--- config.mk ---
export PLATFORM = sky130hd
export DESIGN_NAME = imm_narrow
export DESIGN_NICKNAME = d
export VERILOG_FILES = /design/src/rtl/imm_pkg.sv /design/src/rtl/imm_skid.sv /design/src/rtl/imm_narrow.sv
export SDC_FILE = /design/constraint.sdc
export NUM_CORES = 1
export LEC_CHECK = 0
export BUFFER_PORTS_ARGS = -buffer_cell sky130_fd_sc_hd__buf_2
export CAP_MARGIN = 20
export CELL_PAD_IN_SITES_DETAIL_PLACEMENT = 0
export CELL_PAD_IN_SITES_GLOBAL_PLACEMENT = 1
export CORE_UTILIZATION = 38
export CTS_CLUSTER_DIAMETER = 100
export DETAILED_ROUTE_END_ITERATION = 16
export PLACE_DENSITY = 0.76
export SYNTH_ARGS = -nofsm -noshare
export SYNTH_HDL_FRONTEND = slang
export SYNTH_SLANG_ARGS = --single-unit
--- constraint.sdc ---
create_clock -name clk -period 2.3 [get_ports clk]
set_input_delay 0.115 -clock clk [delete_from_list [all_inputs] [get_ports clk]]
set_output_delay 0.115 -clock clk [all_outputs]
set_load 0.01 [all_outputs]
--- src/rtl/imm_pkg.sv ---
// Shared constants, skid state encoding and fit helper for the immediate narrowing path.
// Latency: none (types, constants and a pure function only).
// Backpressure: not applicable.
package imm_pkg;

    localparam int IMM_IN_W  = 8;
    localparam int IMM_OUT_W = 5;
    localparam int IMM_MAX   = 15;
    localparam int IMM_MIN   = -16;

    // Occupancy of the output/skid register pair
    typedef enum logic [1:0] {
        EMPTY = 2'd0,   // nothing held
        ONE   = 2'd1,   // output register full
        TWO   = 2'd2    // output and skid registers full
    } skid_state_e;

    // A value fits the immediate field when every bit from the field's sign
    // bit upward is a copy of it, i.e. the value is a pure sign extension.
    function automatic logic imm_fits(input logic [IMM_IN_W-1:0] din);
        logic [IMM_IN_W-IMM_OUT_W:0] upper;
        upper = din[IMM_IN_W-1:IMM_OUT_W-1];
        return (&upper) | ~(|upper);
    endfunction

endpackage

--- src/rtl/imm_skid.sv ---
// 2-entry registered skid buffer: output register (OR) backed by one skid register (SK).
// Latency: 1 cycle from accept to out_valid when OR is empty or draining.
// Backpressure: in_ready is a flop (low only when both entries are full); no comb path from out_ready.
// Ports: clk/rst_n; in_valid/in_ready/in_data upstream; out_valid/out_ready/out_data downstream.
module imm_skid
    import imm_pkg::*;
#(
    parameter int W = 6
) (
    input  logic         clk,
    input  logic         rst_n,
    input  logic         in_valid,
    output logic         in_ready,
    input  logic [W-1:0] in_data,
    output logic         out_valid,
    input  logic         out_ready,
    output logic [W-1:0] out_data
);

    skid_state_e  state_q, state_d;
    logic [W-1:0] or_q, or_d;
    logic [W-1:0] sk_q, sk_d;
    logic         in_rdy_q, in_rdy_d;
    logic         out_vld_q, out_vld_d;
    logic         accept;
    logic         drain;

    assign accept = in_valid && in_rdy_q;
    assign drain  = out_vld_q && out_ready;

    always_comb begin
        state_d = state_q;
        or_d    = or_q;
        sk_d    = sk_q;
        unique case (state_q)
            EMPTY: begin
                if (accept) begin
                    or_d    = in_data;
                    state_d = ONE;
                end
            end
            ONE: begin
                if (accept && !drain) begin
                    sk_d    = in_data;
                    state_d = TWO;
                end else if (!accept && drain) begin
                    state_d = EMPTY;
                end else if (accept && drain) begin
                    or_d    = in_data;
                end
            end
            TWO: begin
                // in_ready is low here, so only a drain can happen
                if (drain) begin
                    or_d    = sk_q;
                    state_d = ONE;
                end
            end
            default: begin
                state_d = EMPTY;
            end
        endcase
        // Flags are derived from the next state so both come straight from flops
        in_rdy_d  = (state_d != TWO);
        out_vld_d = (state_d != EMPTY);
    end

    always_ff @(posedge clk or negedge rst_n) begin
        if (!rst_n) begin
            state_q   <= EMPTY;
            or_q      <= '0;
            sk_q      <= '0;
            in_rdy_q  <= 1'b1;
            out_vld_q <= 1'b0;
        end else begin
            state_q   <= state_d;
            or_q      <= or_d;
            sk_q      <= sk_d;
            in_rdy_q  <= in_rdy_d;
            out_vld_q <= out_vld_d;
        end
    end

    assign in_ready  = in_rdy_q;
    assign out_valid = out_vld_q;
    assign out_data  = or_q;

endmodule

--- src/rtl/imm_narrow.sv ---
// Narrows signed IN_W-bit values to a signed OUT_W-bit immediate, flags misfits, keeps overflow stats.
// Latency: 1 cycle accept-to-output through a 2-entry skid; stats update at the accept edge.
// Backpressure: registered in_ready, drops only when both skid entries are held.
// Ports: clk/rst_n; in_valid/in_ready/din; out_valid/out_ready/dout/out_ovf; ovf_count/ovf_sticky/clr_stats.
// Build option: define SATURATE_EN to clamp misfits to the field limits instead of truncating.
module imm_narrow
    import imm_pkg::*;
#(
    parameter int IN_W  = IMM_IN_W,
    parameter int OUT_W = IMM_OUT_W,
    parameter int CNT_W = 8
) (
    input  logic             clk,
    input  logic             rst_n,
    input  logic             in_valid,
    output logic             in_ready,
    input  logic [IN_W-1:0]  din,
    output logic             out_valid,
    input  logic             out_ready,
    output logic [OUT_W-1:0] dout,
    output logic             out_ovf,
    output logic [CNT_W-1:0] ovf_count,
    output logic             ovf_sticky,
    input  logic             clr_stats
);

    logic             fit;
    logic [OUT_W-1:0] narrowed;
    logic             accept;
    logic [OUT_W:0]   skid_out;
    logic [CNT_W-1:0] cnt_q, cnt_d;
    logic             sticky_q, sticky_d;

    // Same test as imm_fits, written against the module widths
    always_comb begin
        fit      = (&din[IN_W-1:OUT_W-1]) | ~(|din[IN_W-1:OUT_W-1]);
        narrowed = din[OUT_W-1:0];
`ifdef SATURATE_EN
        if (!fit) begin
            narrowed = din[IN_W-1] ? {1'b1, {(OUT_W-1){1'b0}}}
                                   : {1'b0, {(OUT_W-1){1'b1}}};
        end
`endif
    end

    assign accept = in_valid && in_ready;

    imm_skid #(
        .W (OUT_W + 1)
    ) u_skid (
        .clk       (clk),
        .rst_n     (rst_n),
        .in_valid  (in_valid),
        .in_ready  (in_ready),
        .in_data   ({~fit, narrowed}),
        .out_valid (out_valid),
        .out_ready (out_ready),
        .out_data  (skid_out)
    );

    assign out_ovf = skid_out[OUT_W];
    assign dout    = skid_out[OUT_W-1:0];

    // Clear wins over a coincident overflow; the counter parks at all-ones
    always_comb begin
        cnt_d    = cnt_q;
        sticky_d = sticky_q;
        if (clr_stats) begin
            cnt_d    = '0;
            sticky_d = 1'b0;
        end else if (accept && !fit) begin
            sticky_d = 1'b1;
            if (!(&cnt_q)) begin
                cnt_d = cnt_q + 1'b1;
            end
        end
    end

    always_ff @(posedge clk or negedge rst_n) begin
        if (!rst_n) begin
            cnt_q    <= '0;
            sticky_q <= 1'b0;
        end else begin
            cnt_q    <= cnt_d;
            sticky_q <= sticky_d;
        end
    end

    assign ovf_count  = cnt_q;
    assign ovf_sticky = sticky_q;

endmodule
### Word-level counts from Yosys, hierarchy flattened

Cells that the tools add are included.

* add/sub/neg operators: 1
* eq/ne operators: 9
* multiplexer cells: 16
* reduce and logical (&&, ||, !) cells: 19
* bitwise logic cells: 3

Operator list (count)
* 2-to-1 mux 6 bit: 5
* 2-to-1 mux 8 bit: 3
* one-hot mux 6 bit (3 select lines): 1
* inequality test 2 bit, second input constant: 5
* adder 8 x 1 -> 8 bit, second input constant: 1
* 2-to-1 mux 2 bit: 4
* AND reduction 8 bit: 1
* logical AND 1 bit: 6
* one-hot mux 2 bit (3 select lines): 1
* AND reduction 6 bit: 1
* inequality test 2 x 1 -> 1 bit, second input constant: 2
* AND reduction 2 bit: 2
* AND reduction 4 bit: 1
* nonzero test 2 bit: 2
* OR reduction 4 bit: 1
* zero test 1 bit: 3
* nonzero test 3 bit: 1
* == test 2 x 1 -> 1 bit, second input constant: 1
* == test 2 bit, second input constant: 1
* zero test 2 bit: 1
* 2-to-1 mux 1 bit: 2
* NOT 1 bit: 2
* OR 1 bit: 1

* input bits: 13
* register bits: 25
* logic and storage cells: 55
* output and inout bits: 17

### Depth between registers and ports, before layout

* word-level depth: 8
* depth in mapped cells: 5
* depth with buffers taken out: 5

### Modules after synthesis

Synthesis repeated with hierarchy kept, for this count alone.

* cell total of the unflattened synthesis: 123
* area, all modules: 1241.2 µm²

By module, submodules not included
* imm_skid: instances 1, area each 728.2 µm², sequential area each 401.6 µm², cells each 66
* imm_narrow: instances 1, area each 513.0 µm², sequential area each 225.2 µm², cells each 57

### Worst setup path before layout

OpenSTA, ideal clock, no wires.

* path type: register to register
* start: reg u_skid.in_rdy_q, in the netlist u_skid.in_ready
* end: reg cnt_q[0], in the netlist ovf_count[0]
* data arrival time: 1601 ps
* stages on the path, launching flop included: 5
* setup time: 125 ps
* period minus slack after synthesis: 1726 ps
* slack: 574 ps
* buffers on the path: 0
* data required time: 2175 ps
* path through: dfstp_2 > nand2_1 > nor3_2 > a21boi_4 > mux2_4

* longest elaborated chain between the ends: 4

RTL lines
* from (decl): line imm_skid.sv:23 `logic in_rdy_q, in_rdy_d;`
* from (signal assigned): line imm_skid.sv:79 `in_rdy_q <= in_rdy_d;`
* logical AND 1 bit: line imm_narrow.sv:46 `assign accept = in_valid && in_ready;`
* logical AND 1 bit: line imm_narrow.sv:71 `end else if (accept && !fit) begin`
* nonzero test 2 bit (no source line)
* AND reduction 2 bit (no source line)
* to (signal assigned): line imm_narrow.sv:84 `cnt_q <= cnt_d;`
* to (decl): line imm_narrow.sv:31 `logic [CNT_W-1:0] cnt_q, cnt_d;`

No other way between the ends.
A chain may end at the register's enable or synchronous reset.

### Worst setup path after layout

Same ends and word-level chain as after synthesis.

==> impl_metrics.py <==
metrics = {
    "outcome": {
        "status": "finished clean",
    },
    "detailed_routing": {
        "drt_iter0_drc": 33,
        "wl_per_cell_um": 13.14,
        "viasPerCell": 5.126,
        "num_vias": 933,
        "ant_nets": 0,
        "first_pass_iters": 4,
        "drc": 0,
        "wl_mm": 2.392,
    },
    "synthesis": {
        "synthFlopType": "dfrtp_1",
        "ys_seq_elements": 25,
        "synth_area_leaders": "dfrtp_1 47%, mux2_2 12%, mux2_1 4.4%",
        "synth_area_leader_cell": "dfrtp_1",
        "synth_top_area_share_pct": 46.92,
        "synth-edff-count": 0,
        "synthArstFlopShare_pct": 100.0,
        "synth_cells": 105,
        "seq_area_frac_synth_pct": 48.97,
        "yosysUniqueCellTypes": 33,
        "synth_area_um2": 1280,
        "synth_fp_nets": 119,
        "avgSynthCellArea_um2": 12.19,
        "yosys_warnings": 0,
        "synth.most_common_cell": "dfrtp_1",
        "yosys-top-cells-count": "24 x dfrtp_1, 14 x mux2_2, 6 x nor2_1, 6 x nor2b_1, 5 x mux2_1",
    },
    "critical_path": {
        "r2r_cells": 4,
        "cp.arrival_ns": 2.00,
        "path_class": "reg2reg",
        "crit_fanout": 6,
        "r2r_setup_slack_ns": 0.53,
        "cp-start-kind": "flip-flop",
        "endpoint_kind": "flip-flop",
        "critPathRequiredTime_ns": 2.52,
    },
    "die": {
        "die_w_um": 60.04,
        "core_um2": 3128,
        "io-pin-count": 30,
        "die_h_um": 60.04,
        "start_util_pct": 40.92,
        "die_area_um2": 3604,
        "row_count": 20,
    },
    "cts": {
        "root_buffer": "clkbuf_4",
        "cts_buffers": 3,
        "clock_path_buffers": 2,
        "cts_sinks": 25,
        "htree_levels": 1,
        "cts-resized-gates": 0,
        "insertion_delay_ns": 0.32,
        "cts_tree": "yes",
        "clk_pin_slew_ns": 0.13,
    },
    "sta": {
        "setup_tns_ns": 0,
        "clock-skew-final_ns": 0.004672,
        "final.min_clock_period_ns": 1.774,
        "hold_violations": 0,
        "rsz0062_at_grt": "no",
        "fin_crit_sh_pct": 77.13,
        "clock.fmax_ghz": 0.5637,
        "slew_headroom_pct": 61.89,
        "drv_slew": 0,
        "setup_viol": 0,
        "tightest_slew_ns": 0.5716,
    },
    "finish": {
        "drive_gt1_share_pct": 42.03,
        "area_growth_pct": 18.47,
        "nNetsFinal": 153,
        "final_cells": 182,
        "diodes": 0,
    },
    "power_and_ir_drop": {
        "cellLeakagePower_nw": 0.6898,
        "vdd_drop_max_mv": 0.4375,
        "power_density_nw_per_um2": 887.3,
    },
    "place": {
        "portBuffers": 29,
        "gp_congestion": 0.7610,
        "placed_cells": 177,
        "dpl.hpwl_mm": 1.770,
    },
    "min_path": {
        "hold_class": "in2reg",
        "hold_depth": 2,
    },
    "global_route": {
        "grt_overflow": 0,
        "grt_pass1_wl_mm": 4.057,
        "grt_use_total_pct": 15.27,
        "grt_pass1_vias": 930,
        "antenna_found_initial": 0,
        "grt_max_degree": 26,
    },
    "run": {
        "cap_violations": 0,
    },
}
-- cell type report --
type                    count  area, um^2
fillers                   306        1612
multi-input cells          77       641.9
clock buffers               4       26.28
inverters                   1       3.754
repair buffers             31       162.7
flip-flops and latches     25       626.9
well taps                  44       55.05
-- cell families (layout without fill, tap and decap cells) --
logic type,Yosys count,count (layout),synth area share (%)
fa+ha+maj,1,1,0.9774
simple gates,39,39,20.43
buf+inv,3,36,0.8797
flops,25,25,48.97
mux,22,22,19.84
compound gates,15,15,8.895
-- power breakdown --
group          internal [W]  switching [W]  total [W]
clock network     0.0000679       0.000129   0.000197
logic              0.000260       0.000213   0.000473
registers          0.000588      0.0000873   0.000675
-- sequential cells by signal (all words and copies together), names as in the netlist --
name and count:
u_skid.out_data 6, u_skid.sk_q 6, u_skid.out_valid 1, u_skid.state_q 2
ovf_sticky 1, u_skid.in_ready 1, ovf_count 8
-- worst paths after layout --
path | to | start
worst max-delay path | ovf_count[0] | u_skid.in_ready
worst min-delay path | u_skid.sk_q[3] | din[3]
worst max register to register | ovf_count[0] | u_skid.in_ready
worst min register to register | ovf_sticky | ovf_sticky
max in group asynchronous | u_skid.out_data[5] | rst_n
min in group asynchronous | ovf_count[1] | rst_n
-- metal layers --
layer	vias up	track usage (%)	share of wire (%)
met4	0	6.977	1.6
li1	450	-	-
met1	451	18.47	46
met5	-	0	0
met3	5	2.165	5.1
met2	27	26.67	47
-- worst max-delay path: stages, from the launching register on --
cell and delay, ns:
dfstp_2 0.56, nand2_1 0.16, nor3_2 0.38, a21boi_4 0.27, mux2_4 0.31
-- what timing repair did --
action / 4_1_cts / 5_1_grt
setup buffers: 0 / 0
hold buffers: 1 / 0
hold endpoints to repair: 24 / 0
-- cells in the final DEF (no fill, tap or decap), drive strengths merged, types with 2 or more instances in the layout --
master	n
a21oi	2
o21bai	2
nor4	2
clkbuf	4
nand2	4
dfrtp	24
nand2b	3
nor3	3
and3	3
nor2	6
nand4	3
buf	30
and2	2
and4	3
o21ai	2
a21boi	3
a31oi	2
nand3	3
nor2b	6
mux2	21
a211oi	2
-- through the flow --
stage	setup WS, ns	hold WS, ns	power (W)	cell area [um^2]	utilization [%]
3_3_place_gp	0.5861	0.1447	0.001148	1480	47.32
4_1_cts	0.5200	0.01449	0.001375	1516	48.48
2_1_floorplan	0.5743	-0.1806	0.0009999	1280	-
5_1_grt	0.4287	0.01972	0.001446	1516	48.48
3_5_place_dp	0.5369	0.1488	0.001170	1480	47.32
6_report	0.5260	0.03747	0.001346	1516	48.48
No activity file was read; power rests on OpenSTA's default activity.
